$ cat config.mk
export PLATFORM = sky130hd
export DESIGN_NAME = wb_arbiter
export DESIGN_NICKNAME = d
export VERILOG_FILES = /design/src/rtl/wb_pkg.sv /design/src/rtl/wb_fifo.sv /design/src/rtl/wb_arbiter.sv
export SDC_FILE = /design/constraint.sdc
export NUM_CORES = 1
export LEC_CHECK = 0
export ABC_AREA = 0
export CORE_ASPECT_RATIO = 1.1
export CORE_MARGIN = 3
export CORE_UTILIZATION = 44
export DETAILED_ROUTE_END_ITERATION = 16
export PLACE_DENSITY = 0.85
export SETUP_SLACK_MARGIN = 0.1
export SLEW_MARGIN = 25
export SYNTH_ARGS = -nofsm -noshare
export SYNTH_HDL_FRONTEND = slang
export SYNTH_SLANG_ARGS = --single-unit
export TNS_END_PERCENT = 1
$ cat constraint.sdc
create_clock -name clk -period 2.6 [get_ports clk]
set_input_delay 0.39 -clock clk [delete_from_list [all_inputs] [get_ports clk]]
set_output_delay 0.39 -clock clk [all_outputs]
set_load 0.01 [all_outputs]
$ cat src/rtl/wb_pkg.sv
// Shared types and defaults for the register-file writeback arbiter.
// Holds the buffered-result entry layout and the parameter defaults.
package wb_pkg;

    localparam int BUF_DEPTH_DEF    = 2;
    localparam int STARVE_LIMIT_DEF = 4;

    typedef struct packed {
        logic        valid;
        logic [4:0]  rd;
        logic [31:0] data;
    } wb_entry_t;

    // x0 is hardwired to zero, so writes to it are accepted but never performed.
    function automatic logic rd_writes(input logic [4:0] rd);
        return rd != 5'd0;
    endfunction

endpackage

$ cat src/rtl/wb_fifo.sv
// Result buffer for multi-cycle writebacks: push, pop, head view, and rd-match invalidate.
// Head is visible combinationally; push/pop take effect on the next edge; caller never overflows.
module wb_fifo
    import wb_pkg::*;
#(
    parameter int DEPTH = BUF_DEPTH_DEF,
    parameter int CW    = $clog2(DEPTH + 1)
) (
    input  logic          clk,
    input  logic          rst,
    input  logic          i_push,
    input  logic [4:0]    i_push_rd,
    input  logic [31:0]   i_push_data,
    input  logic          i_pop,
    input  logic          i_inv,
    input  logic [4:0]    i_inv_rd,
    output wb_entry_t     o_head,
    output logic [CW-1:0] o_count
);

    localparam int PW = (DEPTH > 1) ? $clog2(DEPTH) : 1;

    wb_entry_t     r_mem [DEPTH];
    logic [PW-1:0] r_head;
    logic [PW-1:0] r_tail;
    logic [CW-1:0] r_count;

    function automatic logic [PW-1:0] ptr_inc(input logic [PW-1:0] p);
        return (p == PW'(DEPTH - 1)) ? '0 : p + 1'b1;
    endfunction

    always_ff @(posedge clk or posedge rst) begin
        if (rst) begin
            for (int i = 0; i < DEPTH; i++) begin
                r_mem[i] <= '0;
            end
            r_head  <= '0;
            r_tail  <= '0;
            r_count <= '0;
        end else begin
            // A younger pipeline write supersedes every buffered result for that rd.
            if (i_inv) begin
                for (int i = 0; i < DEPTH; i++) begin
                    if (r_mem[i].rd == i_inv_rd) begin
                        r_mem[i].valid <= 1'b0;
                    end
                end
            end
            if (i_push) begin
                r_mem[r_tail] <= '{valid: 1'b1, rd: i_push_rd, data: i_push_data};
                r_tail        <= ptr_inc(r_tail);
            end
            if (i_pop) begin
                r_head <= ptr_inc(r_head);
            end
            case ({i_push, i_pop})
                2'b10:   r_count <= r_count + 1'b1;
                2'b01:   r_count <= r_count - 1'b1;
                default: r_count <= r_count;
            endcase
        end
    end

    assign o_head  = r_mem[r_head];
    assign o_count = r_count;

endmodule

$ cat src/rtl/wb_arbiter.sv
// Single-port register-file write arbiter: pipeline WB vs multi-cycle results, zero-cycle grant.
// Multi-cycle results wait in a small buffer (mc_ready on free space); pipe_hold only on forced drain.
module wb_arbiter
    import wb_pkg::*;
#(
    parameter int BUF_DEPTH    = BUF_DEPTH_DEF,
    parameter int STARVE_LIMIT = STARVE_LIMIT_DEF
) (
    input  logic        clk,
    input  logic        rst,
    input  logic        pipe_wb_en,
    input  logic [4:0]  pipe_rd,
    input  logic [31:0] pipe_wb_data,
    output logic        pipe_hold,
    input  logic        mc_valid,
    input  logic [4:0]  mc_rd,
    input  logic [31:0] mc_data,
    output logic        mc_ready,
    output logic        rf_we,
    output logic [4:0]  rf_waddr,
    output logic [31:0] rf_wdata,
    output logic [1:0]  buf_count
);

    localparam int CW = $clog2(BUF_DEPTH + 1);
    localparam int SW = $clog2(STARVE_LIMIT + 1);
    localparam logic [CW-1:0] DEPTH_C = CW'(BUF_DEPTH);
    localparam logic [SW-1:0] LIMIT_C = SW'(STARVE_LIMIT);

    logic [SW-1:0] r_starve;
    wb_entry_t     w_head;
    logic [CW-1:0] w_count;
    logic          w_empty;
    logic          w_head_ok;
    logic          w_forced;
    logic          w_pipe_grant;
    logic          w_head_write;
    logic          w_silent_pop;
    logic          w_pop;
    logic          w_bypass;
    logic          w_mc_discard;
    logic          w_push;
    logic          w_inv;

    wb_fifo #(
        .DEPTH (BUF_DEPTH),
        .CW    (CW)
    ) u_fifo (
        .clk         (clk),
        .rst         (rst),
        .i_push      (w_push),
        .i_push_rd   (mc_rd),
        .i_push_data (mc_data),
        .i_pop       (w_pop),
        .i_inv       (w_inv),
        .i_inv_rd    (pipe_rd),
        .o_head      (w_head),
        .o_count     (w_count)
    );

    assign w_empty   = (w_count == '0);
    assign w_head_ok = ~w_empty & w_head.valid;
    assign w_forced  = w_head_ok & (r_starve >= LIMIT_C);

    assign w_pipe_grant = pipe_wb_en & ~w_forced;
    assign w_head_write = w_forced | (w_head_ok & ~pipe_wb_en);
    // Superseded entries need no write port, so they drain alongside any grant.
    assign w_silent_pop = ~w_empty & ~w_head.valid;
    assign w_pop        = w_head_write | w_silent_pop;

    assign mc_ready     = ~rst & (w_count < DEPTH_C);
    assign w_bypass     = w_empty & ~pipe_wb_en & mc_valid;
    assign w_mc_discard = ~rd_writes(mc_rd) | (pipe_wb_en & (pipe_rd == mc_rd));
    assign w_push       = mc_valid & mc_ready & ~w_bypass & ~w_mc_discard;
    assign w_inv        = w_pipe_grant & rd_writes(pipe_rd);

    assign pipe_hold = ~rst & w_forced & pipe_wb_en;
    assign buf_count = 2'(w_count);

    always_comb begin
        rf_we    = 1'b0;
        rf_waddr = '0;
        rf_wdata = '0;
        if (w_pipe_grant) begin
            rf_we    = rd_writes(pipe_rd);
            rf_waddr = pipe_rd;
            rf_wdata = pipe_wb_data;
        end else if (w_head_write) begin
            rf_we    = w_head.valid;
            rf_waddr = w_head.rd;
            rf_wdata = w_head.data;
        end else if (w_bypass) begin
            rf_we    = rd_writes(mc_rd);
            rf_waddr = mc_rd;
            rf_wdata = mc_data;
        end
        if (rst) begin
            rf_we = 1'b0;
        end
    end

    always_ff @(posedge clk or posedge rst) begin
        if (rst) begin
            r_starve <= '0;
        end else if (w_pop || w_empty) begin
            r_starve <= '0;
        end else if (w_pipe_grant) begin
            r_starve <= r_starve + 1'b1;
        end
    end

endmodule

==> results.yml <==
yosys:
  syn-num-nets: 484
  syn_inst: 404
  synthMuxAreaShare: 0.277
  syn-cell-area_sq_mm: 0.00455
  ys_ff_latch: 83
  yosys.area_share.adder: 0.00550
  synth.avg_cell_area_sq_um: 11.3
  yosys.area_share.simple: 0.0644
  synth_edf_count: 0
  synth_compound_area_frac: 0.122
  synthXorXnorAreaFrac: 0.0366
  synth_top_family_by_area: "multiplexers"
  async_flop_share: 1.00
  synth_cell_types: 34
  yosysSeqAreaShare: 0.457
  ys_warn_count: 0
  ys.flop_type: "dfrtp_1"
detailed_routing:
  drt_wl_total_microns: 11600
  vias: 3667
  drtIter0Drc: 94
  drc: 0
  firstDrtPassIters: 4
  via_per_inst: 5.49
  wl_per_cell_microns: 17.3
  ant_nets: 0
worst_setup_path:
  critical_path_class: "register to output port"
  crit_path_start_kind: "register"
  cp.arrival_ns: 2.06
  worstPathMaxFanout: 12
  required_ns: 2.21
  crit_path_end_kind: "output port"
pwr:
  netSwitchingFraction: 0.328
  p_sw_uw: 1990
  p_int_uw: 4080
  comb_power_share: 0.465
  p_seq_frac: 0.384
  vdd_drop_max_mv: 0.441
  power_density_mw_per_mm2: 959
  power.leakage_uw: 0.00270
  p_clk_frac: 0.150
floorplanning:
  pin_count: 120
  core-area_sq_mm: 0.00998
  die_w_microns: 103
  die_h_microns: 113
  placementRows: 38
  die-area_sq_mm: 0.0116
  initial_core_util: 0.456
final_layout:
  stdcell_area_sq_mm: 0.00633
  drive_above_1_share: 0.361
  nets: 624
  area_delta_synth_final_pct: 39.1
  diodes: 0
  post-route-util: 0.634
global_routing:
  grt_pass1_vias: 3845
  grt_use_total: 0.196
  grt_max_degree: 84
  grt_first_pass_wirelength_microns: 18000
  grt_overflow: 0
  antenna_found_initial: 0
timing:
  hold_viol: 0
  slew_headroom: 0.673
  fin_crit_ns: 2.45
  worstMarginPinSlew_ns: 0.488
  finalHoldWorstSlack_ns: 0.447
  min_period_over_period: 0.942
  finalSetupViolations: 0
  finClkSkew_ns: 0.00987
  max_freq_ghz: 0.408
  layout_setup_ws_ns: 0.151
  rsz0062_at_grt: "true"
  maxSlewViolCount: 0
clocking:
  cts_buffers: 9
  cts_tree: "done"
  cts.reportedPaths.clkPinSlew_ns: 0.08
  clk_latency_ns: 0.34
  clockBufferDepth: 2
  cts_sinks: 83
  root_buffer: "clkbuf_8"
  htreeDepth: 3
  hold_buffers: 0
placed_design:
  port_buffers: 119
  place_area_sq_mm: 0.00609
  hpwl_microns: 7950
  finalWeightedCongestion: 0.824
  preCtsSetupSlack_ns: -0.166
run_status:
  status: "finished clean"
run:
  cap_viol_max_count: 0
worst_hold_path:
  hold_class: "register to register"
-- synth_stat cells, types with 2 or more instances --
library cell | number | share of area
a21oi_1 | 39 | 0.043
a22oi_1 | 37 | 0.061
and2_1 | 2 | 0.0027
buf_2 | 5 | 0.0055
buf_4 | 2 | 0.0033
buf_6 | 4 | 0.0099
clkbuf_1 | 20 | 0.017
dfrtp_1 | 83 | 0.46
ha_1 | 2 | 0.0055
inv_1 | 3 | 0.0025
mux2_2 | 110 | 0.27
nand2_1 | 7 | 0.0058
nand3_1 | 2 | 0.0022
nor2_1 | 43 | 0.035
nor3_1 | 2 | 0.0022
nor4b_1 | 2 | 0.0039
o211ai_1 | 2 | 0.0033
o21ai_0 | 5 | 0.0055
o41ai_1 | 2 | 0.0039
xnor2_1 | 18 | 0.035
-- critical path, stage by stage, from the launching register on --
cell and delay (ns):
dfrtp_2 0.48, nor4b_2 0.30, buf_4 0.19, buf_4 0.12
buf_12 0.13, a22oi_1 0.09, a21oi_1 0.14, dlygate4sd2_1 0.28
-- logic make-up (layout without fill, tap and decap cells) --
logic type                 Yosys count  count (layout)
buffers and inverters               34             178
AOI/OAI and AO/OA                   88              88
muxes                              112             112
DFF                                 83              83
and+or+nand+nor                     66              66
adders and majority gates            2               2
xor gates and xnor gates            19              19
-- placed cells by master, fill, tap and decap left out, types with 2 or more instances in the layout --
cell             instances
clkdlybuf4s15_1          8
a22oi_2                  3
nand2_1                  7
o41ai_1                  2
mux2_2                 110
o211ai_1                 2
o21ai_0                  4
dfrtp_2                  3
nand3_1                  2
dfrtp_1                 80
a22oi_1                 34
clkbuf_1                 2
nor2_1                  43
clkbuf_8                11
buf_4                   27
dlymetal6s2s_1           2
clkdlybuf4s50_1         79
dlygate4sd2_1           10
a21oi_1                 39
and2_1                   2
xnor2_1                 18
buf_6                    5
buf_12                   8
clkbuf_2                20
ha_1                     2
inv_1                    2
-- worst paths after layout --
| kind | from | endpoint | slack [ns] | cells after the start |
|---|---|---|---|---|
| worst max-delay path | u_fifo.o_count[1] | rf_wdata[24] | 0.15 | 7 |
| worst min-delay path | r_starve[0] | r_starve[0] | 0.45 | 1 |
| worst max register to register | u_fifo.o_count[1] | u_fifo.o_count[1] | 0.49 | 6 |
| worst min register to register | r_starve[0] | r_starve[0] | 0.45 | 1 |
| max in group asynchronous | rst | async pin | 1.63 | 4 |
| min in group asynchronous | rst | r_starve[0] | 0.60 | 4 |
-- area by class of cell --
class,instances,area [sq um]
clock buffer,13,159
inverter,3,15.0
multi-input combinational,287,2360
tap,120,150
sequential,83,2080
timing repair buffer,160,1530
clock inverter,2,35.0
fill,778,3660
-- timing repair --
action / CTS / global route
setup buffers: 3 / 4
gates cloned: 2 / 1
endpoints found under the setup margin: 38 / 35
pin swaps: 2 / 1
resized for setup: 48 / 57
-- through the flow --
| stage | cells | TNS, ns | power, uW |
|---|---|---|---|
| 2_1_floorplan | 404 | 0 | 4120 |
| 3_3_place_gp | 643 | -3.16 | 4940 |
| 3_5_place_dp | 643 | -4.68 | 5120 |
| 4_1_cts | 663 | -0.135 | 6070 |
| 5_1_grt | 668 | 0 | 6470 |
| 6_report | 668 | 0 | 6070 |
-- power by group through the flow --
| stage | Sequential [uW] | Clock [uW] | Combinational (uW) |
|---|---|---|---|
| 2_1_floorplan | 2190 | 0 | 1930 |
| 6_report | 2330 | 911 | 2820 |
| 3_5_place_dp | 2330 | 0 | 2790 |
| 3_3_place_gp | 2250 | 0 | 2690 |
| 4_1_cts | 2320 | 938 | 2810 |
| 5_1_grt | 2400 | 985 | 3080 |
-- routing by layer --
metal	track usage	vias to the layer above	part of all wire
li1	-	1747	-
met1	0.231	1823	0.41
met2	0.364	89	0.53
met3	0.0336	8	0.043
met4	0.0466	0	0.0082
met5	0	-	0
No activity file was read; power rests on OpenSTA's default activity.
